===== config.mk =====
export PLATFORM = sky130hd
export DESIGN_NAME = regfile_mp_sb
export DESIGN_NICKNAME = d
export VERILOG_FILES = /design/src/rtl/regfile_mp_sb.sv
export SDC_FILE = /design/constraint.sdc
export NUM_CORES = 1
export LEC_CHECK = 0
export BUFFER_PORTS_ARGS = -buffer_cell sky130_fd_sc_hd__buf_2
export CORE_ASPECT_RATIO = 0.8
export CORE_UTILIZATION = 40
export CTS_BUF_LIST = sky130_fd_sc_hd__clkbuf_16
export DETAILED_ROUTE_END_ITERATION = 8
export SETUP_SLACK_MARGIN = 0.15
export SYNTH_ARGS = -nofsm -noshare
export SYNTH_HDL_FRONTEND = slang
export SYNTH_SLANG_ARGS = --single-unit

===== constraint.sdc =====
create_clock -name clk -period 5.4 [get_ports clk]
set_clock_uncertainty 0.15 [all_clocks]
set_input_delay 1.08 -clock clk [delete_from_list [all_inputs] [get_ports clk]]
set_output_delay 1.08 -clock clk [all_outputs]
set_load 0.005 [all_outputs]

===== src/rtl/regfile_mp_sb.sv =====
// Multi-port register file with per-register busy scoreboard; entries cleared one per cycle after reset.
// Optional same-cycle write-to-read bypass enabled by defining REGFILE_BYPASS_EN.
module regfile_mp_sb #(
   parameter int XLEN  = 32,
   parameter int NREGS = 32,
   parameter int NRD   = 2,
   parameter int NWR   = 1,
   localparam int AW   = $clog2(NREGS)
) (
   input  logic                clk,
   input  logic                rst,
   output logic                ready,
   input  logic [NRD*AW-1:0]   rd_addr,
   output logic [NRD*XLEN-1:0] rd_data,
   output logic [NRD-1:0]      rd_busy,
   input  logic [NWR-1:0]      wr_en,
   input  logic [NWR*AW-1:0]   wr_addr,
   input  logic [NWR*XLEN-1:0] wr_data,
   input  logic                set_en,
   input  logic [AW-1:0]       set_addr
);

   typedef enum logic {INIT, READY} state_t;

   localparam logic [AW-1:0] LAST_IDX = AW'(NREGS - 1);

   state_t           state_q, state_d;
   logic [AW-1:0]    clr_idx;
   logic [XLEN-1:0]  mem [NREGS];
   logic [NREGS-1:0] busy;

   always_ff @(posedge clk) begin
      if (rst) state_q <= INIT;
      else     state_q <= state_d;
   end

   always_comb begin
      state_d = state_q;
      case (state_q)
         INIT:    if (clr_idx == LAST_IDX) state_d = READY;
         READY:   state_d = READY;
         default: state_d = INIT;
      endcase
   end

   assign ready = (state_q == READY);

   // Entry 0 is never stored; reads of it are forced to zero below.
   always_ff @(posedge clk) begin
      if (rst)
         clr_idx <= AW'(1);
      else if (state_q == INIT && clr_idx != LAST_IDX)
         clr_idx <= clr_idx + AW'(1);
   end

   always_ff @(posedge clk) begin
      if (!rst) begin
         if (state_q == INIT) begin
            mem[clr_idx] <= '0;
         end else begin
            for (int j = 0; j < NWR; j++) begin
               if (wr_en[j] && wr_addr[j*AW +: AW] != '0)
                  mem[wr_addr[j*AW +: AW]] <= wr_data[j*XLEN +: XLEN];
            end
         end
      end
   end

   // Set is applied after the write-clears so a new producer wins over a retiring one.
   always_ff @(posedge clk) begin
      if (rst) begin
         busy <= '0;
      end else if (state_q == READY) begin
         for (int j = 0; j < NWR; j++) begin
            if (wr_en[j] && wr_addr[j*AW +: AW] != '0)
               busy[wr_addr[j*AW +: AW]] <= 1'b0;
         end
         if (set_en && set_addr != '0)
            busy[set_addr] <= 1'b1;
      end
   end

   always_comb begin
      logic [AW-1:0]   a;
      logic [XLEN-1:0] d;
      logic            b;
      rd_data = '0;
      rd_busy = '0;
      for (int i = 0; i < NRD; i++) begin
         a = rd_addr[i*AW +: AW];
         d = '0;
         b = 1'b0;
         if (ready && a != '0) begin
            d = mem[a];
            b = busy[a];
`ifdef REGFILE_BYPASS_EN
            for (int j = 0; j < NWR; j++) begin
               if (wr_en[j] && wr_addr[j*AW +: AW] == a) begin
                  d = wr_data[j*XLEN +: XLEN];
                  b = set_en && (set_addr == a);
               end
            end
`endif
         end
         rd_data[i*XLEN +: XLEN] = d;
         rd_busy[i] = b;
      end
   end

endmodule


After elaboration in Yosys (flattened, before gate mapping)
Memories as Yosys holds them, arrays and structs flattened.
Cells that the tools add are included.
- RAM bits: 1024
- bits in registers: 38
- ROM bits: 0
- output and inout bits: 67
- memories: 1
- logic and storage cells: 57
- bits in latches: 0
- bitwise gates (word level): 4
- shift-type cells: 0
- reductions and logical operators: 12
- equal/unequal tests: 2
- $mul: 0
- divide/modulo/power cells: 0
- multiplexer cells: 28
- order comparisons: 6
- add/subtract/negate cells: 1
- memory list (name ; words ; width ; read ports ; clocked after Yosys merged registers in ; write ports ; line ; text):
    mem ; 32 ; 32 ; 2 ; 0 ; 1 ; 29 ; logic [XLEN-1:0] mem [NREGS];
- operators by type and width (cell ; number):
    2-to-1 mux 32 bit ; 7
    AND 32 bit ; 1
    NOT 32 bit ; 1
    OR 32 bit ; 1
    OR reduction 32 bit ; 1
    < comparator 5 x 6 -> 1 bit (second input constant) ; 4
    nonzero test 5 bit ; 4
    2-to-1 mux 1 bit ; 15
    binary-select mux 1 bit (select 5 bit) ; 2
    demux 1 bit (select 5 bit) ; 2
    >= comparator 5 x 1 -> 1 bit (second input constant) ; 2
    logical AND 1 bit ; 7
    adder 5 x 1 -> 5 bit (second input constant) ; 1
    equality test 5 bit (second input constant) ; 1
    2-to-1 mux 5 bit ; 1
    != test 5 bit (second input constant) ; 1
    one-hot mux 1 bit (2 select lines) ; 1
    NOT 1 bit ; 1

Logic depth before layout (Yosys ltp)
Gate-level depths: netlist of run 1.
- depth after elaboration: 11
- mapped depth: 9
- gate-level depth less buffers: 7

Least setup slack after synthesis of run 1
OpenSTA, ideal clock, no wires.
- kind: input port to flip-flop
- start point: input port rst
- end point: memory mem[12][0] (enable)
- data required time: 4.789 ns
- data arrival time: 4.442 ns
- path buffers: 1
- stages on the path: 5
- setup slack: 0.347 ns
- cells stage by stage: buf_2 and3b_1 a21boi_2 mux2_2 nor3_1
- cells in the longest elaborated chain, start to end: 4
- elaborated cells between the ends (all ways): 7
- classes of those cells: mux: 6; reduce/logical: 1
- ends and longest elaborated chain (item ; line ; text):
    start, declared ; 11 ; input logic rst,
    2-to-1 mux 1 bit ; 57 ; if (!rst) begin
    2-to-1 mux 1 bit (implied by the code) ; 63 ; mem[wr_addr[j*AW +: AW]] <= wr_data[j*XLEN +: XLEN];
    OR reduction 32 bit (no line) ; n/a ;
    2-to-1 mux 5 bit (no line) or 2-to-1 mux 1 bit (tied branches) ; n/a ;
    end, declared ; 29 ;
Several ways; a longest one is shown, not always the timed one.

Final worst setup path of run 1
- start point: register state_q (netlist: ready)
- end point: output port rd_data[42]
- cells in the longest elaborated chain, start to end: 2
- ends and longest elaborated chain (item ; line ; text):
    start, declared ; 27 ; state_t state_q, state_d;
    start signal, assigned ; 34 ; else state_q <= state_d;
    logical AND 1 bit ; 93 ; if (ready && a != '0) begin
    2-to-1 mux 32 bit ; 93 ;
    end, declared ; 14 ; output logic [NRD*XLEN-1:0] rd_data,
Every way passes these cells.

==> flow_summary.ini, run 1 <==
[finish]
fin_util_pct = 46.2
area_delta_synth_final_pct = 14.4
nFillCells = 10800
fin_area_um2 = 57700
stdcell_count = 5056
multiInputGateArea_um2 = 17900
num-nets-final = 3363
seqCellArea_um2 = 31500
drive_above_1_share_pct = 29.0

[detailed_routing]
drt_iter0_markers = 4766
firstDrtPassIters = 6
route.final.wire_length_um = 172000
met1Wirelength_um = 72400
wl_met2_um = 75800
top_layer = met5
post_drt_wl_per_cell_um = 34.0
vias = 32800
ant_nets = 0
viasPerCell = 6.48
drc = 0
wl_met3_um = 18800

[power]
p_per_area_nw_per_um2 = 310
vdd_drop_max_v = 0.000260
power_frac_seq_pct = 50.4
p_int_mw = 13.9
p_sw_mw = 4.01
p_total_mw = 17.9
leakage_nw = 17.4
p_comb_share_pct = 6.0
p_clk_share_pct = 43.6
p_sw_share_pct = 22.4

[min_path]
hold_start = busy[29]$_SDFFE_PP0P_
hold_end = busy[29]$_SDFFE_PP0P_
hp-class = flop to flop
worstHoldPathCells = 2

[sta]
post-route-min-period_ns = 5.02
layout_setup_ws_ns = 0.378
hold_viol_final = 0
tns_ns = 0
worst_pin_slew_ns = 1.33
setup_violations = 0
slew_headroom_pct = 11.6
fmax_ghz = 0.199
slew_viol_final = 0
rsz0062_at_grt = no
whs_ns = 0.346
period_share_pct = 93.0

[worst_setup_path]
reg2reg_from = ready$_SDFF_PP0_
cp-start-kind = flop
endpoint_kind = primary output
crit_fanout = 30
critPathRequiredTime_ns = 4.17
r2r-end = mem[3][12]$_DFFE_PP_
path_class = flop to primary output
r2r_slack_ns = 1.13
arrival_ns = 3.79
r2r_cells = 5

[floorplan]
fp.dieH_um = 320
die_area_um2 = 128000
rows = 116
die_width_um = 399
initial_utilization_pct = 40.4
ios = 123
core_um2 = 125000

[clock_tree]
cts_setup_buffers = 0
cts.reportedPaths.clkPinSlew_ns = 0.06
ctsResizeCount = 0
root_buffer = clkbuf_16
cts_made_buffers = 112
cts_sinks = 1062
clock_path_buffers = 3
htreeDepth = 3
cts_tree = done
clk_latency_ns = 0.71
ctsHoldBuffers = 0

[logic_synthesis]
ys_warn_count = 0
synth.ff_latch_count = 1062
netlist_instances = 3126
yosysTopAreaCell = edfxtp_1
synth.distinct_cells = 59
ys_seq_area_share_pct = 62.4
syn_nets = 3184
syn_area_um2 = 50500
synth_top_area_share_pct = 60.9
avgSynthCellArea_um2 = 16.1
ys_top_cells_by_area = edfxtp_1 61%, mux4_2 10%, mux2i_1 5.4%

[outcome]
status = finished, final reports clean

[global_route]
grt-ovfl-total = 0
grt_use_total_pct = 26.8
grt_pass1_vias = 31400
antenna_found_initial = 6
grt_max_degree = 112
grt_pass1_wl_um = 242000

[place]
place_area_um2 = 54000
dp_cells = 4843
gp_congestion = 0.860
pre_cts_ws_ns = 0.624
portBuffers = 122
hpwl_um = 106000

[job]
drv_cap = 0
-- worst max-delay path, stage by stage (launching register included) --
cell,delay [ns]
dfxtp_1,0.92
and3b_2,1.04
o21ai_0,0.21
or3_1,0.40
nand4_1,0.30
buf_2,0.19
-- kinds of logic after synthesis --
logic type                 after synthesis  share of synthesized area (%)
adders and majority gates                2                         0.0496
xor gates and xnor gates                 3                         0.0521
muxes                                  733                           21.7
AOI/OAI and AO/OA                      535                           7.30
buffers and inverters                  254                           2.77
and+or+nand+nor                        537                           5.73
DFF                                   1062                           62.4
-- registers in the layout, summed over array words and instances (netlist names) --
| register | cells |
|---|---|
| mem | 1024 |
| clr_idx | 5 |
| ready | 1 |
| busy | 32 |
-- power groups by stage --
stage,combinational (mW),sequential (mW),clock (mW)
3_3_place_gp,1.05,9.20,0
2_1_floorplan,0.668,9.19,0
6_report,1.07,9.03,7.82
5_1_grt,1.10,9.03,8.21
3_5_place_dp,1.05,9.20,0
4_1_cts,1.05,9.03,7.88
-- worst max path at each step --
stage,from,endpoint,slack [ns],cells after the start
after detailed placement,rd_addr[1],rd_data[9],0.62,7
after floorplan,rst,mem[12][0]$_DFFE_PP_,0.35,5
after global routing,ready$_SDFF_PP0_,rd_data[42],0.27,5
after CTS,ready$_SDFF_PP0_,rd_data[42],0.43,5
after global placement,rd_addr[1],rd_data[9],0.63,7
final,ready$_SDFF_PP0_,rd_data[42],0.38,5
-- final cells by class --
class / instances / share of cell area (%)
repair buffers: 316 / 4.43
inverters: 3 / 0.0195
clock inverters: 97 / 1.49
multi-input cells: 1810 / 31.0
diodes: 2 / 0.00867
clock buffers: 114 / 4.94
flip-flops and latches: 1062 / 54.6
well taps: 1652 / 3.58
-- per-layer routing --
metal / GRT usage [%] / vias to the layer above
met1: 40.1 / 17100
met3: 5.34 / 278
met2: 39.5 / 2060
met4: 7.35 / 4
li1: - / 13300
met5: 0 / -
-- layout by cell type (no fill, tap or decap), drive strengths merged, types with 3 or more instances in the layout --
master	n
edfxtp	1024
buf	315
mux2i	271
mux4	260
mux2	202
a22oi	166
clkbuf	115
nand2	111
nand3	105
o21ai	98
nor2b	77
nand4	68
a211oi	68
o22ai	67
clkinv	53
and2	40
dfxtp	38
nor3	38
o31a	33
a22o	33
or3	33
a31oi	32
a21oi	28
nor2	26
inv	25
bufinv	14
nand2b	12
clkinvlp	8
or2	6
a32o	5
and3	4
nand3b	3
and4b	3
and3b	3
nor3b	3
-- Yosys cell counts, drive strengths merged --
cell type / number
buf: 138
mux2i: 271
nand3b: 3
or2: 6
o221ai: 1
or3: 33
xor2: 2
a21oi: 28
a211oi: 68
ha: 2
nand3: 105
nand2: 111
inv: 2
nor2: 26
nor4: 1
and3: 4
nor4bb: 2
a21boi: 1
and3b: 3
clkinv: 1
dfxtp: 38
o21a: 2
nand4: 68
a22oi: 166
o21ai: 98
a31oi: 32
o31a: 33
clkbuf: 113
nand2b: 12
and2: 40
o22ai: 67
nor2b: 77
o32a: 1
mux2: 202
or4: 1
nor3: 38
a32o: 5
and4bb: 1
xnor2: 1
nor3b: 3
edfxtp: 1024
a22o: 33
and4b: 3
mux4: 260
Note: power is estimated with default switching activity, not from simulation.
==> inputs of run 2 (changes only) <==
HOLD_SLACK_MARGIN = 0.06   (was default)
clock period = 4.3 ns   (was 5.4 ns; I/O delays follow)
==> flow_summary.ini, run 2 (synthesized netlist as in run 1, its figures left out) <==
[floorplan]
die_area_um2 = 128000
ios = 123
rows = 116
core_um2 = 125000
initial_utilization_pct = 40.4
fp.dieH_um = 320
die_width_um = 399

[place]
gp_congestion = 0.859
portBuffers = 122
pre_cts_ws_ns = 0.152
hpwl_um = 105000
place_area_um2 = 55100

[global_route]
met1_usage_pct = 37.1
use_met2_pct = 40.4
grt_max_degree = 51
use_met3_pct = 7.41
grt-ovfl-total = 0
antenna_found_initial = 8
grt_pass1_wl_um = 241000
grt_pass1_vias = 31900
gr-max-usage-layer = met2
grt_use_total_pct = 26.9

[sta]
fmax_ghz = 0.241
slew_headroom_pct = 23.2
hold_viol_final = 0
layout_setup_ws_ns = 0.159
period_share_pct = 96.3
worst_pin_slew_ns = 1.13
post-route-min-period_ns = 4.14
whs_ns = 0.333
rsz0062_at_grt = yes
setup_violations = 0
slew_viol_final = 0

[finish]
seqCellArea_um2 = 31500
fin_area_um2 = 58700
multiInputGateArea_um2 = 18000
layout_common_cells = 1,024 x edfxtp_1, 269 x mux2i_1, 232 x mux4_2
area_delta_synth_final_pct = 16.3
nFillCells = 10700
largest_register_ffs = 1024
drive_above_1_share_pct = 30.0
num-nets-final = 3414
final_common_cell = edfxtp_1
top_register = mem
reg_top3 = mem (1024), busy (32), clr_idx (5)

[worst_setup_path]
crit_fanout = 33
arrival_ns = 3.13
cp_cell_sequence = buf_8 > buf_12 > mux4_2 > a22o_1 > a31oi_1 > nand4_1 > buf_2
critPathRequiredTime_ns = 3.29
path_class = input pin to primary output
endpoint_kind = primary output
r2r_cells = 7
cp-start-kind = input pin
slowest_delay_ns = 0.39
crit_path_top_delay_cell = a31oi_1

[detailed_routing]
viasPerCell = 6.43
route.final.wire_length_um = 173000
drt_iter0_markers = 4341
drc = 0
post_drt_wl_per_cell_um = 33.9
ant_nets = 0
vias = 32800
firstDrtPassIters = 5

[clock_tree]
cts_made_buffers = 108
cts_sinks = 1062
root_buffer = clkbuf_16
htreeDepth = 3
clk_latency_ns = 0.75
cts_tree = done
cts_setup_buffers = 0
ctsHoldBuffers = 0
cts.reportedPaths.clkPinSlew_ns = 0.06
clock_path_buffers = 3

[power]
leakage_nw = 17.9
vdd_drop_max_v = 0.000331
p_per_area_nw_per_um2 = 383

[job]
drv_cap = 0

[min_path]
hp-class = input pin to flop
worstHoldPathCells = 4

[outcome]
status = finished, final reports clean
## run 2: changes by cell type in the layout (fill, tap and decap cells not counted), sizes merged
cell / before / now
buf: 315 / 370
clkinv: 53 / 42
clkbuf: 115 / 111
clkinvlp: 8 / 4
bufinv: 14 / 17
diode: 2 / 5
## run 2: final timing paths
path | start | to | slack [ns]
worst min register to register | busy[0]$_SDFFE_PP0P_ | busy[0]$_SDFFE_PP0P_ | 0.34
worst max-delay path | rd_addr[1] | rd_data[29] | 0.16
worst max register to register | ready$_SDFF_PP0_ | mem[13][24]$_DFFE_PP_ | 0.69
worst min-delay path | set_addr[0] | busy[16]$_SDFFE_PP0P_ | 0.33
## run 2: timing repair
action,in CTS,in global routing
pin swaps,0,2
gates resized for setup,3,5
endpoints found under the setup margin,31,4
## run 2: per-stage QoR
stage	cells	power, mW	utilization [%]	setup TNS [ns]
floorplan	3126	12.4	-	-214.60
global placement	4898	12.9	44.0	0
detailed placement	4898	12.9	44.0	0
finish	5098	22.5	46.9	0
global route	5093	23.0	46.9	0
CTS	5093	22.6	46.9	0
## run 2: layer usage
| layer | wire [um] | vias to the layer above |
|---|---|---|
| met2 | 76800 | 2036 |
| met4 | 7140 | 2 |
| met5 | 13 | - |
| li1 | - | 13400 |
| met3 | 19300 | 391 |
| met1 | 69700 | 16900 |
## run 2: power by group
part	leakage, nW	switching, mW	internal, mW
Combinational	7.66	0.842	0.576
Clock	1.84	4.07	5.63
Sequential	8.44	0.0482	11.3
Total	17.9	4.96	17.5
## run 2: final cells by class
type,count,share of cell area [%]
clock inverters,85,1.45
inverters,3,0.0192
multi-input cells,1810,30.7
well taps,1652,3.52
diodes,5,0.0213
clock buffers,110,4.69
flip-flops and latches,1062,53.7
repair buffers,371,5.95
## run 2: worst max-delay path, delay by kind of cell
kind,cells,cell delay (ns)
AND/OR/NAND/NOR,1,0.36
buffers and inverters,3,0.87
multiplexers,1,0.33
AO/OA/AOI/OAI,2,0.68
